<file path="config.mk">
export PLATFORM = sky130hd
export DESIGN_NAME = counter_4bit
export DESIGN_NICKNAME = d
export VERILOG_FILES = /design/src/rtl/counter_4bit.sv
export SDC_FILE = /design/constraint.sdc
export NUM_CORES = 1
export LEC_CHECK = 0
export BUFFER_PORTS_ARGS = -buffer_cell sky130_fd_sc_hd__buf_4
export CORE_AREA = 10 10 47 49
export CTS_BUF_LIST = sky130_fd_sc_hd__clkbuf_4
export DETAILED_ROUTE_END_ITERATION = 16
export DIE_AREA = 0 0 57 59
export HOLD_SLACK_MARGIN = 0.15
export PLACE_DENSITY = 0.37
export SYNTH_ARGS = -nofsm -noshare
export SYNTH_HDL_FRONTEND = slang
export SYNTH_SLANG_ARGS = --single-unit
</file>
<file path="constraint.sdc">
create_clock -name clk -period 1.3 [get_ports clk]
set_input_delay 0.26 -clock clk [delete_from_list [all_inputs] [get_ports clk]]
set_output_delay 0.26 -clock clk [all_outputs]
set_load 0.03 [all_outputs]
</file>
<file path="src/rtl/counter_4bit.sv">
// Free-running 4-bit modulo counter with clock-enable prescaler.
// Steps once every DIV cycles, wraps at MOD, counts up or down per UP.
module counter_4bit #(
    parameter int DIV = 1,
    parameter int MOD = 16,
    parameter bit UP  = 1'b1
) (
    input  logic       clk,
    input  logic       rst_n,
    output logic [3:0] cnt
);

    localparam int PW = (DIV > 1) ? $clog2(DIV) : 1;
    localparam logic [PW-1:0] PRE_LAST = PW'(DIV - 1);
    localparam logic [3:0]    CNT_LAST = 4'(MOD - 1);

    generate
        if (DIV < 1 || DIV > (1 << 24) || MOD < 2 || MOD > 16) begin : g_bad_param
            $error("counter_4bit: illegal parameters DIV=%0d MOD=%0d", DIV, MOD);
        end
    endgenerate

    logic [PW-1:0] pre;
    logic          tick;

    // With DIV = 1 pre never leaves 0, so tick is permanently asserted.
    assign tick = (pre == PRE_LAST);

    always_ff @(posedge clk or negedge rst_n) begin
        if (!rst_n) begin
            pre <= '0;
        end else if (tick) begin
            pre <= '0;
        end else begin
            pre <= pre + PW'(1);
        end
    end

    always_ff @(posedge clk or negedge rst_n) begin
        if (!rst_n) begin
            cnt <= '0;
        end else if (tick) begin
            if (UP) begin
                cnt <= (cnt == CNT_LAST) ? 4'd0 : cnt + 4'd1;
            end else begin
                cnt <= (cnt == 4'd0) ? CNT_LAST : cnt - 4'd1;
            end
        end
    end

endmodule

</file>
==> results.py, run 1 <==
metrics = {
    "final_layout": {
        "syn2layout_area_growth_pct": 55.0,
        "fin_util": 0.181,
        "final_cell_count_no_fill": 37,
        "num_antenna_cells": 0,
        "regArea_um2": 100,
        "multiInputGateArea_um2": 60.1,
        "largest_reg_flops": 4,
        "drive_above_1_share": 0.429,
        "largestRegisters": "cnt (4)",
        "nNetsFinal": 26,
        "fillCellCount": 160,
        "largest_register": "cnt",
    },
    "logic_synthesis": {
        "syn_area_um2": 164,
        "syn_nets": 15,
        "avgSynthCellArea_um2": 13.7,
        "yosys.cell_types.count": 9,
        "synth_warnings": 0,
        "syn-instance-count": 12,
        "ys_ff_latch": 4,
        "seq_area_frac_synth": 0.611,
    },
    "die": {
        "die_w_um": 57,
        "die_area_um2": 3360,
        "io_pins": 6,
        "start_util": 0.117,
        "fp.dieH_um": 59,
        "fp-row-count": 14,
        "core_area_um2": 1400,
    },
    "critical_path": {
        "reg2reg_slack_ns": 0.24,
        "cp_slowest_cell": "dfrtp_1",
        "crit_required_ns": 1.04,
        "cp-start-kind": "flip-flop",
        "cp_slowest_stage_delay_ns": 0.41,
        "arrival_ns": 0.83,
        "path_cells": "buf_4",
        "path_buf_inv": 1,
        "cp_top_family": "flip-flops",
        "crit_fanout": 5,
        "crit_type": "reg2out",
        "endpoint_kind": "output pin",
    },
    "clocking": {
        "cts_tree": "built",
        "numClockSinks": 4,
        "insertion_delay_ns": 0.23,
        "path_clk_slew_ns": 0.04,
        "cts-root-buf": "clkbuf_4",
        "htreeDepth": 1,
        "cts_buffer_depth": 2,
        "cts_made_buffers": 3,
    },
    "global_route": {
        "grt_pass1_wl_um": 655,
        "grt_antenna_before_repair": 0,
        "grt_pass1_vias": 151,
        "grt_start_max_net_pins": 6,
        "grtUsageTotal": 0.0294,
        "gr-total-overflow": 0,
    },
    "power": {
        "peakVddDrop_uv": 211,
        "internal-power_uw": 232,
        "swShare": 0.173,
        "power_frac_seq": 0.446,
        "clkPwrFrac": 0.530,
        "comb_power_share": 0.024,
        "leakagePower_uw": 0.000129,
        "power.switching_uw": 48.4,
        "p_per_area_nw_per_um2": 1100,
    },
    "sta": {
        "tightest_slew_ns": 0.161,
        "fmax_ghz": 0.914,
        "period_needed_ns": 1.09,
        "hold_slack_ns": 0.370,
        "hold_violations": 0,
        "tns_ns": 0,
        "relSlewSlack": 0.893,
        "setup_violations": 0,
        "skew_ns": 0.000147,
        "slew_violations": 0,
        "post-route-period-util": 0.842,
        "grt_setup_unrepaired": "no",
    },
    "hold_path": {
        "min_path_type": "in2async",
    },
    "placement": {
        "io_buffer_count": 5,
        "dp_cells": 33,
        "gp_congestion": 0.659,
    },
    "drt": {
        "post-route-drc-count": 0,
        "viasPerCell": 3.32,
        "first_iter_violations": 1,
        "via_count": 123,
        "wl_um": 376,
        "wl_per_cell_um": 10.2,
        "dr.pass1.iters": 2,
        "postRouteAntennaNets": 0,
    },
    "flow_run": {
        "maxCapViolations": 0,
    },
    "run_status": {
        "run_status": "finished, final reports clean",
    },
}
-- through the flow --
stage	instance area, um^2	setup WS, ns	total power [uW]
floorplan	164	0.105	127
detailed placement	221	0.239	131
global route	254	0.147	307
finish	254	0.206	281
CTS	254	0.192	292
global placement	221	0.246	131
-- per-layer routing --
layer	part of all wire	routed length (um)	vias to the layer above	GRT usage
li1	-	-	61	-
met3	0.077	29	0	0.0258
met5	0	0	-	0
met2	0.43	160	6	0.0310
met4	0	0	0	0.0403
met1	0.49	186	56	0.0286
-- final timing paths --
check | startpoint | to | depth (start not counted)
setup reg to reg | cnt[0] | cnt[3] | 2
min in group clk | cnt[0] | cnt[0] | 1
setup / recovery | cnt[0] | cnt[0] | 1
hold reg to reg | cnt[0] | cnt[0] | 1
hold / removal | rst_n | cnt[2] | 2
max in group asynchronous | rst_n | cnt[1] | 2
-- kinds of logic after synthesis --
logic type	share of synthesized area
compound gates	0.0993
xor+xnor	0.0534
fa+ha+maj	0.0763
buf+inv	0.0229
flops	0.611
simple gates	0.137
-- cell usage after synthesis --
cell type,n,area [um^2]
ha_1,1,12.5
inv_1,1,3.75
xor2_1,1,8.76
nand2_1,1,3.75
a31oi_1,1,6.26
a311o_1,1,10.0
and4b_1,1,10.0
and2b_2,1,8.76
dfrtp_1,4,100
-- power by group through the flow --
stage	Sequential [uW]	Clock (uW)	Combinational (uW)
final	125	149	6.66
after global routing	125	175	7.61
after CTS	125	160	6.91
after detailed placement	127	0	4.40
after global placement	127	0	4.42
after floorplan	127	0	0.0000340
-- layout by cell type, fill, tap and decap left out --
master,n
a311o_1,1
a31oi_1,1
and2b_2,1
and4b_1,1
buf_4,5
clkbuf_4,3
dfrtp_1,4
dlygate4sd3_1,1
ha_1,1
inv_1,1
nand2_1,1
xor2_1,1
-- repair_timing --
item / CTS / global route
hold buffers: 1 / 0
resized for setup: 0 / 0
setup buffers: 0 / 0
endpoints found under the hold margin: 4 / 0
-- cell type report --
type / instances / area share
clock buffer: 3 / 0.0887
sequential: 4 / 0.394
inverter: 1 / 0.0148
tap: 16 / 0.0788
multi-input combinational: 7 / 0.236
timing repair buffer: 6 / 0.187
No activity file was read; power rests on OpenSTA's default activity.
==> inputs of run 2 (changes only) <==
==> constraint.sdc (replaced) <==
create_clock -name clk -period 0.92 [get_ports clk]
set_input_delay 0.184 -clock clk [delete_from_list [all_inputs] [get_ports clk]]
set_output_delay 0.184 -clock clk [all_outputs]
set_load 0.03 [all_outputs]
==> run 2 against run 1 <==
The flow now finishes with violations (setup timing). First-iteration DRC count unchanged. Sequential share of layout area shrank 7.1 points. Sequential power grew 42%. Final area grew 28%. Core utilization increased by 5.1 points. Critical path type unchanged. Highest routed layer unchanged.
==> results.py, run 2 (synthesis results as in run 1) <==
metrics = {
    "placement": {
        "dp_slack_ns": -0.126,
        "io_buffer_count": 5,
        "hpwlAfterDp_um": 342,
        "gp_congestion": 0.698,
    },
    "sta": {
        "setup_violations": 5,
        "relSlewSlack": 0.905,
        "grt_setup_unrepaired": "yes",
        "period_needed_ns": 1.09,
        "skew_ns": 0.00655,
        "hold_violations": 0,
        "tightest_slew_ns": 0.142,
        "hold_slack_ns": 0.277,
        "setup_ws_ns": -0.167,
        "tns_ns": -0.687,
        "post-route-period-util": 1.18,
        "fmax_ghz": 0.920,
        "slew_violations": 0,
    },
    "critical_path": {
        "crit_required_ns": 0.74,
        "reg2reg_to": "cnt[3]",
        "crit_fanout": 5,
        "crit_path_end": "cnt[3]",
        "endpoint_kind": "output pin",
        "cp-start-kind": "flip-flop",
        "crit_start": "cnt[3]",
        "crit_type": "reg2out",
        "timing.rr.start": "cnt[1]",
        "r2r_cells": 2,
        "reg2reg_slack_ns": -0.13,
        "arrival_ns": 0.90,
    },
    "die": {
        "fp-row-count": 14,
        "core_area_um2": 1400,
        "die_area_um2": 3360,
        "fp.dieH_um": 59,
        "die_w_um": 57,
        "io_pins": 6,
        "start_util": 0.117,
    },
    "drt": {
        "post-route-drc-count": 0,
        "wl_um": 434,
        "via_count": 146,
        "viasPerCell": 3.48,
        "wl_per_cell_um": 10.3,
        "postRouteAntennaNets": 0,
        "dr.pass1.iters": 2,
        "first_iter_violations": 1,
    },
    "final_layout": {
        "fillCellCount": 159,
        "largestRegisters": "cnt (4)",
        "nNetsFinal": 31,
        "syn2layout_area_growth_pct": 98.5,
        "final_cell_mix": "buf_6 (7), dfrtp_2 (4), clkbuf_4 (3), buf_4 (3)",
        "drive_above_1_share": 0.731,
        "final_common_cell": "buf_6",
        "largest_reg_flops": 4,
        "fin_util": 0.232,
        "largest_register": "cnt",
        "num_antenna_cells": 0,
    },
    "clocking": {
        "cts_tree": "built",
        "cts-root-buf": "clkbuf_4",
        "htreeDepth": 1,
        "cts_made_buffers": 3,
        "numClockSinks": 4,
        "insertion_delay_ns": 0.23,
        "cts_buffer_depth": 2,
        "path_clk_slew_ns": 0.04,
    },
    "power": {
        "power_frac_seq": 0.443,
        "peakVddDrop_uv": 588,
        "comb_power_share": 0.024,
        "p_per_area_nw_per_um2": 1230,
        "power.switching_uw": 71.0,
        "swShare": 0.178,
        "internal-power_uw": 328,
        "leakagePower_uw": 0.000156,
        "clkPwrFrac": 0.533,
    },
    "global_route": {
        "grt_start_max_net_pins": 6,
        "grt_pass1_wl_um": 772,
        "grt_antenna_before_repair": 0,
        "grtUsageTotal": 0.0311,
        "grt_pass1_vias": 195,
        "gr-total-overflow": 0,
    },
    "hold_path": {
        "min_path_type": "in2async",
    },
    "run_status": {
        "failed_checks": "setup timing",
        "run_status": "complete, but fails checks",
    },
    "flow_run": {
        "maxCapViolations": 0,
    },
}
[run 2: worst min path at each step]
stage,endpoint,slack (ns),depth (start not counted)
3_3_place_gp,cnt[1],-0.02,1
3_5_place_dp,cnt[1],-0.02,1
2_1_floorplan,cnt[0],-0.11,0
4_1_cts,cnt[2],0.27,2
5_1_grt,cnt[2],0.30,2
6_report,cnt[2],0.28,2
[run 2: metal layers]
metal  global-route usage  up-vias  routed length [um]
met1               0.0250       67                 168
met2               0.0403        6                 184
li1                     -       73                   -
met3               0.0343        0                  81
met4               0.0302        0                   0
met5                    0        -                   0
[run 2: area by class of cell]
| cell class | count | area (um^2) | area share |
|---|---|---|---|
| timing repair buffer | 11 | 111 | 0.342 |
| sequential | 4 | 105 | 0.323 |
| multi-input combinational | 7 | 62.6 | 0.192 |
| clock buffer | 3 | 22.5 | 0.0692 |
| tap | 16 | 20.0 | 0.0615 |
| inverter | 1 | 3.75 | 0.0115 |
[run 2: stage by stage]
stage	instances	cell area, um^2	power, uW
final	42	325	399
after global routing	42	325	419
after CTS	42	325	411
after detailed placement	37	256	186
after global placement	37	256	186
after floorplan	12	169	179
[run 2: critical path: stages, from the launching register on]
cell	delay, ns
dfrtp_2	0.42
buf_6	0.12
buf_6	0.12
[run 2: power by group through the flow]
stage / sequential, uW / combinational (uW) / clock (uW)
floorplan: 179 / 0.0000340 / 0
global placement: 179 / 6.53 / 0
detailed placement: 179 / 6.55 / 0
CTS: 177 / 9.83 / 225
global route: 177 / 10.8 / 232
finish: 177 / 9.41 / 213
[run 2: repair_timing]
item / 4_1_cts / 5_1_grt
endpoints found under the hold margin: 4 / 0
pin swaps: 2 / 2
hold buffers: 1 / 0
endpoints found under the setup margin: 6 / 6
buffers inserted: 1 / 0
gates resized for setup: 8 / 0
